### src/rtl/floating_multiplication.sv
// Two-stage pipelined IEEE-754 binary32 multiplier (flush-to-zero, round-to-nearest-even).
// Define FMUL_FLAGS_EN to add the exception flag outputs aligned with out_valid.
module floating_multiplication #(
    parameter int WIDTH = 32
) (
    input  logic             clk,
    input  logic             rst,
    input  logic             in_valid,
    input  logic [WIDTH-1:0] A,
    input  logic [WIDTH-1:0] B,
    output logic             out_valid,
    output logic [WIDTH-1:0] result
`ifdef FMUL_FLAGS_EN
    ,
    output logic             flag_invalid,
    output logic             flag_overflow,
    output logic             flag_underflow,
    output logic             flag_inexact
`endif
);

    localparam logic [WIDTH-1:0] QNAN = 32'h7FC0_0000;

    // ---------------------------------------------------------------
    // Stage 1: unpack and classify both operands, multiply significands
    // ---------------------------------------------------------------
    logic [1:0][WIDTH-1:0] opnd;
    logic [1:0]            op_sign;
    logic [1:0][7:0]       op_exp;
    logic [1:0][23:0]      op_sig;
    logic [1:0]            op_zero;
    logic [1:0]            op_inf;
    logic [1:0]            op_nan;

    assign opnd = {B, A};

    genvar gi;
    generate
        for (gi = 0; gi < 2; gi++) begin : g_unpack
            assign op_sign[gi] = opnd[gi][31];
            assign op_exp[gi]  = opnd[gi][30:23];
            assign op_sig[gi]  = {1'b1, opnd[gi][22:0]};
            // Exponent 0 covers both true zero and flushed subnormals.
            assign op_zero[gi] = (op_exp[gi] == 8'h00);
            assign op_inf[gi]  = (op_exp[gi] == 8'hFF) && (opnd[gi][22:0] == 23'h0);
            assign op_nan[gi]  = (op_exp[gi] == 8'hFF) && (opnd[gi][22:0] != 23'h0);
        end
    endgenerate

    logic               sign_next;
    logic signed [9:0]  exp_next;
    logic [47:0]        prod_next;
    logic               nan_next;
    logic               inf_next;
    logic               zero_next;

    always_comb begin
        sign_next = ^op_sign;
        exp_next  = $signed({2'b00, op_exp[0]} + {2'b00, op_exp[1]}) - 10'sd127;
        prod_next = op_sig[0] * op_sig[1];
        // Inf x 0 folds into the NaN class: both produce the canonical quiet NaN.
        nan_next  = |op_nan
                  | (op_inf[0] & op_zero[1])
                  | (op_zero[0] & op_inf[1]);
        inf_next  = |op_inf;
        zero_next = |op_zero;
    end

    logic               s1_valid_reg;
    logic               s1_sign_reg;
    logic signed [9:0]  s1_exp_reg;
    logic [47:0]        s1_prod_reg;
    logic               s1_nan_reg;
    logic               s1_inf_reg;
    logic               s1_zero_reg;

    // ---------------------------------------------------------------
    // Stage 2: normalise, round to nearest even, range check, pack
    // ---------------------------------------------------------------
    logic [23:0]        norm_sig;
    logic               guard;
    logic               sticky;
    logic signed [9:0]  norm_exp;
    logic               round_up;
    logic [24:0]        round_sig;
    logic signed [9:0]  final_exp;
    logic [22:0]        final_frac;
    logic               exp_high;
    logic               exp_low;
    logic [WIDTH-1:0]   result_next;

    always_comb begin
        if (s1_prod_reg[47]) begin
            norm_sig = s1_prod_reg[47:24];
            guard    = s1_prod_reg[23];
            sticky   = |s1_prod_reg[22:0];
            norm_exp = s1_exp_reg + 10'sd1;
        end else begin
            norm_sig = s1_prod_reg[46:23];
            guard    = s1_prod_reg[22];
            sticky   = |s1_prod_reg[21:0];
            norm_exp = s1_exp_reg;
        end

        round_up  = guard & (sticky | norm_sig[0]);
        round_sig = {1'b0, norm_sig} + {24'd0, round_up};
        // A rounding carry out of the significand bumps the exponent; fraction becomes zero.
        final_exp  = norm_exp + $signed({9'd0, round_sig[24]});
        final_frac = round_sig[24] ? round_sig[23:1] : round_sig[22:0];

        exp_high = (final_exp >= 10'sd255);
        exp_low  = (final_exp <= 10'sd0);

        if (s1_nan_reg) begin
            result_next = QNAN;
        end else if (s1_inf_reg) begin
            result_next = {s1_sign_reg, 8'hFF, 23'h0};
        end else if (s1_zero_reg) begin
            result_next = {s1_sign_reg, 31'h0};
        end else if (exp_high) begin
            result_next = {s1_sign_reg, 8'hFF, 23'h0};
        end else if (exp_low) begin
            result_next = {s1_sign_reg, 31'h0};
        end else begin
            result_next = {s1_sign_reg, final_exp[7:0], final_frac};
        end
    end

    always_ff @(posedge clk) begin
        if (rst) begin
            s1_valid_reg <= 1'b0;
            s1_sign_reg  <= 1'b0;
            s1_exp_reg   <= '0;
            s1_prod_reg  <= '0;
            s1_nan_reg   <= 1'b0;
            s1_inf_reg   <= 1'b0;
            s1_zero_reg  <= 1'b0;
            out_valid    <= 1'b0;
            result       <= '0;
        end else begin
            s1_valid_reg <= in_valid;
            if (in_valid) begin
                s1_sign_reg <= sign_next;
                s1_exp_reg  <= exp_next;
                s1_prod_reg <= prod_next;
                s1_nan_reg  <= nan_next;
                s1_inf_reg  <= inf_next;
                s1_zero_reg <= zero_next;
            end
            out_valid <= s1_valid_reg;
            // Bubbles leave the previous result on the output.
            if (s1_valid_reg) begin
                result <= result_next;
            end
        end
    end

`ifdef FMUL_FLAGS_EN
    logic normal_path;
    logic invalid_next;
    logic overflow_next;
    logic underflow_next;
    logic inexact_next;

    always_comb begin
        normal_path    = ~s1_nan_reg & ~s1_inf_reg & ~s1_zero_reg;
        invalid_next   = s1_nan_reg;
        overflow_next  = normal_path & exp_high;
        underflow_next = normal_path & exp_low;
        inexact_next   = normal_path & (guard | sticky | exp_high | exp_low);
    end

    always_ff @(posedge clk) begin
        if (rst) begin
            flag_invalid   <= 1'b0;
            flag_overflow  <= 1'b0;
            flag_underflow <= 1'b0;
            flag_inexact   <= 1'b0;
        end else begin
            flag_invalid   <= s1_valid_reg & invalid_next;
            flag_overflow  <= s1_valid_reg & overflow_next;
            flag_underflow <= s1_valid_reg & underflow_next;
            flag_inexact   <= s1_valid_reg & inexact_next;
        end
    end
`endif

endmodule

### config.mk
export PLATFORM = sky130hd
export DESIGN_NAME = floating_multiplication
export DESIGN_NICKNAME = d
export VERILOG_FILES = /design/src/rtl/floating_multiplication.sv
export SDC_FILE = /design/constraint.sdc
export NUM_CORES = 2
export LEC_CHECK = 0
export BUFFER_PORTS_ARGS = -buffer_cell sky130_fd_sc_hd__buf_2
export CAP_MARGIN = 10
export CORE_AREA = 2 2 249 251
export DETAILED_ROUTE_END_ITERATION = 6
export DIE_AREA = 0 0 251 253
export GPL_ROUTABILITY_DRIVEN = 0
export PLACE_DENSITY_LB_ADDON = 0.05
export SETUP_SLACK_MARGIN = 0.4
export SKIP_CTS_REPAIR_TIMING = 1
export SLEW_MARGIN = 20
export SYNTH_ARGS = -nofsm -noshare
export SYNTH_HDL_FRONTEND = slang
export SYNTH_SLANG_ARGS = --single-unit
### constraint.sdc
create_clock -name clk -period 9.15 [get_ports clk]
set_clock_uncertainty 0.1 [all_clocks]
set_input_delay 2.745 -clock clk [delete_from_list [all_inputs] [get_ports clk]]
set_output_delay 2.745 -clock clk [all_outputs]
set_load 0.1 [all_outputs]
==> run_results.csv <==
group,metric,value,unit
timing,worstMarginPinSlew,0.845,ns
detailed_routing,dr.pass1.iters,5,
final_layout,finalInstanceArea,0.0285,mm2
yosys,async_flop_share,0,%
timing,slew_violations,0,
clocking,cts_buffers,9,
timing,slew_headroom,43.7,%
final_layout,largest_register_ffs,48,
detailed_routing,drt_first_iter_violations,794,
place,placed_cell_area,0.0272,mm2
place,port_buffers,99,
final_layout,nets,3755,
yosys,synth_area_leaders,"fa_1 40%, ha_1 10%, inv_1 8.7%, dfxtp_1 8.0%, and2_1 6.8%",
global_route,track_usage,22.6,%
yosys,synth.most_common_cell,"inv_1",
clocking,cts_sinks,96,
yosys,synth_top_area_share,40.1,%
timing,hold_violations,0,
critical_path,r2r_setup_slack,3.25,ns
global_route,grt_max_degree,67,
critical_path,crit_path_start_kind,"primary input",
timing,finalSetupTns,0,ns
critical_path,cp.arrival,8.85,ns
global_route,grt_pass1_wl,112000,um
timing,holdWs,0.364,ns
yosys,syn_nets,3505,
yosys,synth_common_cells,"560 x inv_1, 483 x fa_1, 333 x nand2_1",
timing,fmax,114,MHz
timing,setup_ws,0.411,ns
yosys,netlist_area,0.0241,mm2
worst_hold_path,hold_path_class,"flip-flop to flip-flop",
die,io_pins,100,
clocking,cts_htree_levels,3,
clocking,root_buffer,"clkbuf_16",
global_route,grt_overflow,0,
critical_path,worstPathRequired,9.27,ns
detailed_routing,wl_per_cell,18.6,um
timing,rsz0062_at_grt,"true",
die,dieWidth,251,um
detailed_routing,finalWirelength,70700,um
clocking,clk_pin_slew_worst_paths,0.07,ns
clocking,clock_latency,0.35,ns
timing,finalCriticalPeriod,8.74,ns
critical_path,crit_type,"primary input to flip-flop",
run,maxCapViolCount,0,
yosys,ys_types,74,
yosys,ys.flop_type,"dfxtp_1",
global_route,grt_pass1_vias,20410,
yosys,yosys_warnings,0,
die,rows,91,
yosys,syn-instance-count,2763,
detailed_routing,vias,19088,
clocking,cts_tree,"built",
global_route,antenna_found_initial,3,
detailed_routing,drcViolationCount,0,
place,place_worst_setup_slack,-0.386,ns
final_layout,drive_above_1_share,17.5,%
yosys,synth_edf_count,0,
final_layout,synthToLayoutAreaGrowth,18.4,%
yosys,synth_top_area_cell,"fa_1",
timing,period_share,95.5,%
critical_path,end_kind,"flip-flop",
detailed_routing,postRouteAntennaNets,0,
critical_path,cp_max_fo,14,
place,dp_hpwl,61100,um
outcome,status,"complete, no violations",
die,core,0.0610,mm2
yosys,synth.avg_cell_area,8.72,um2
timing,setup_viol,0,
yosys,synth-seq-cells,96,
die,start_util,39.5,%
detailed_routing,via_per_inst,5.01,
die,fp.dieH,253,um
yosys,yosysSeqAreaShare,7.98,%
clocking,clk_path_buf_depth,2,
die,die_area,0.0635,mm2
==> layer usage <==
layer	wire length [um]	part of all wire [%]	track usage (%)
met1	31000	44	30.0
met3	2270	3.2	2.22
met5	30	0.042	0
met2	35800	51	40.3
met4	1620	2.3	4.57
==> worst paths after layout <==
check / startpoint / end / depth (start not counted)
setup / recovery: B[7] / s1_prod_reg[47] / 26
hold / removal: s1_prod_reg[0] / s1_prod_reg[0] / 2
setup reg to reg: s1_prod_reg[47] / result[15] / 19
hold reg to reg: s1_prod_reg[0] / s1_prod_reg[0] / 2
==> cells by family after synthesis <==
family / synth area share, %
flip-flops: 7.98
XOR/XNOR: 2.51
adder cells (fa/ha/maj): 50.1
AO/OA/AOI/OAI: 8.10
AND/OR/NAND/NOR: 18.1
buffers and inverters: 11.0
multiplexers: 2.19
==> area by class of cell <==
| type | count | area [um2] |
|---|---|---|
| fill | 6047 | 32500 |
| multi-input combinational | 1969 | 20100 |
| timing repair buffer | 374 | 3030 |
| inverter | 563 | 2130 |
| sequential | 96 | 1920 |
| tap | 790 | 988 |
| clock buffer | 10 | 239 |
| clock inverter | 6 | 73.8 |
| antenna | 1 | 2.50 |
==> cells in the final DEF, fill, tap and decap left out, types with 19 or more instances in the layout <==
master / count
nor3_1: 29
a21oi_1: 56
o21ai_0: 33
a22o_1: 19
nor2_1: 129
a21o_1: 31
dfxtp_1: 95
buf_6: 21
buf_12: 22
and2_1: 255
fa_1: 472
buf_4: 253
ha_1: 179
xor2_1: 21
nand2_1: 326
buf_2: 67
nor4_1: 23
mux2i_1: 46
xnor2_1: 39
inv_1: 547
a21oi_2: 21
a211oi_1: 24
==> through the flow <==
| step | cells | utilization [%] |
|---|---|---|
| 2_1_floorplan | 2763 | - |
| 4_1_cts | 3787 | 45.1 |
| 3_5_place_dp | 3771 | 44.6 |
| 5_1_grt | 3809 | 46.7 |
| 3_3_place_gp | 3771 | 44.6 |
| 6_report | 3809 | 46.7 |
==> critical path, cell delays in order <==
cell	delay, ns
buf_4	0.18
and2_4	0.18
fa_1	0.48
fa_1	0.51
inv_2	0.04
fa_1	0.54
inv_2	0.04
fa_1	0.53
inv_1	0.05
fa_1	0.49
inv_2	0.04
fa_1	0.56
inv_2	0.05
fa_1	0.49
inv_2	0.05
ha_4	0.24
a21oi_4	0.15
o211ai_1	0.15
a211oi_2	0.26
o31ai_2	0.11
a21oi_1	0.14
buf_4	0.19
o21ai_4	0.08
o41ai_4	0.25
mux2i_1	0.22
a21oi_1	0.07
Power is left out: the tool's default activity adds up to more than one toggle a clock period on the data nets, which glitch-free logic cannot reach.
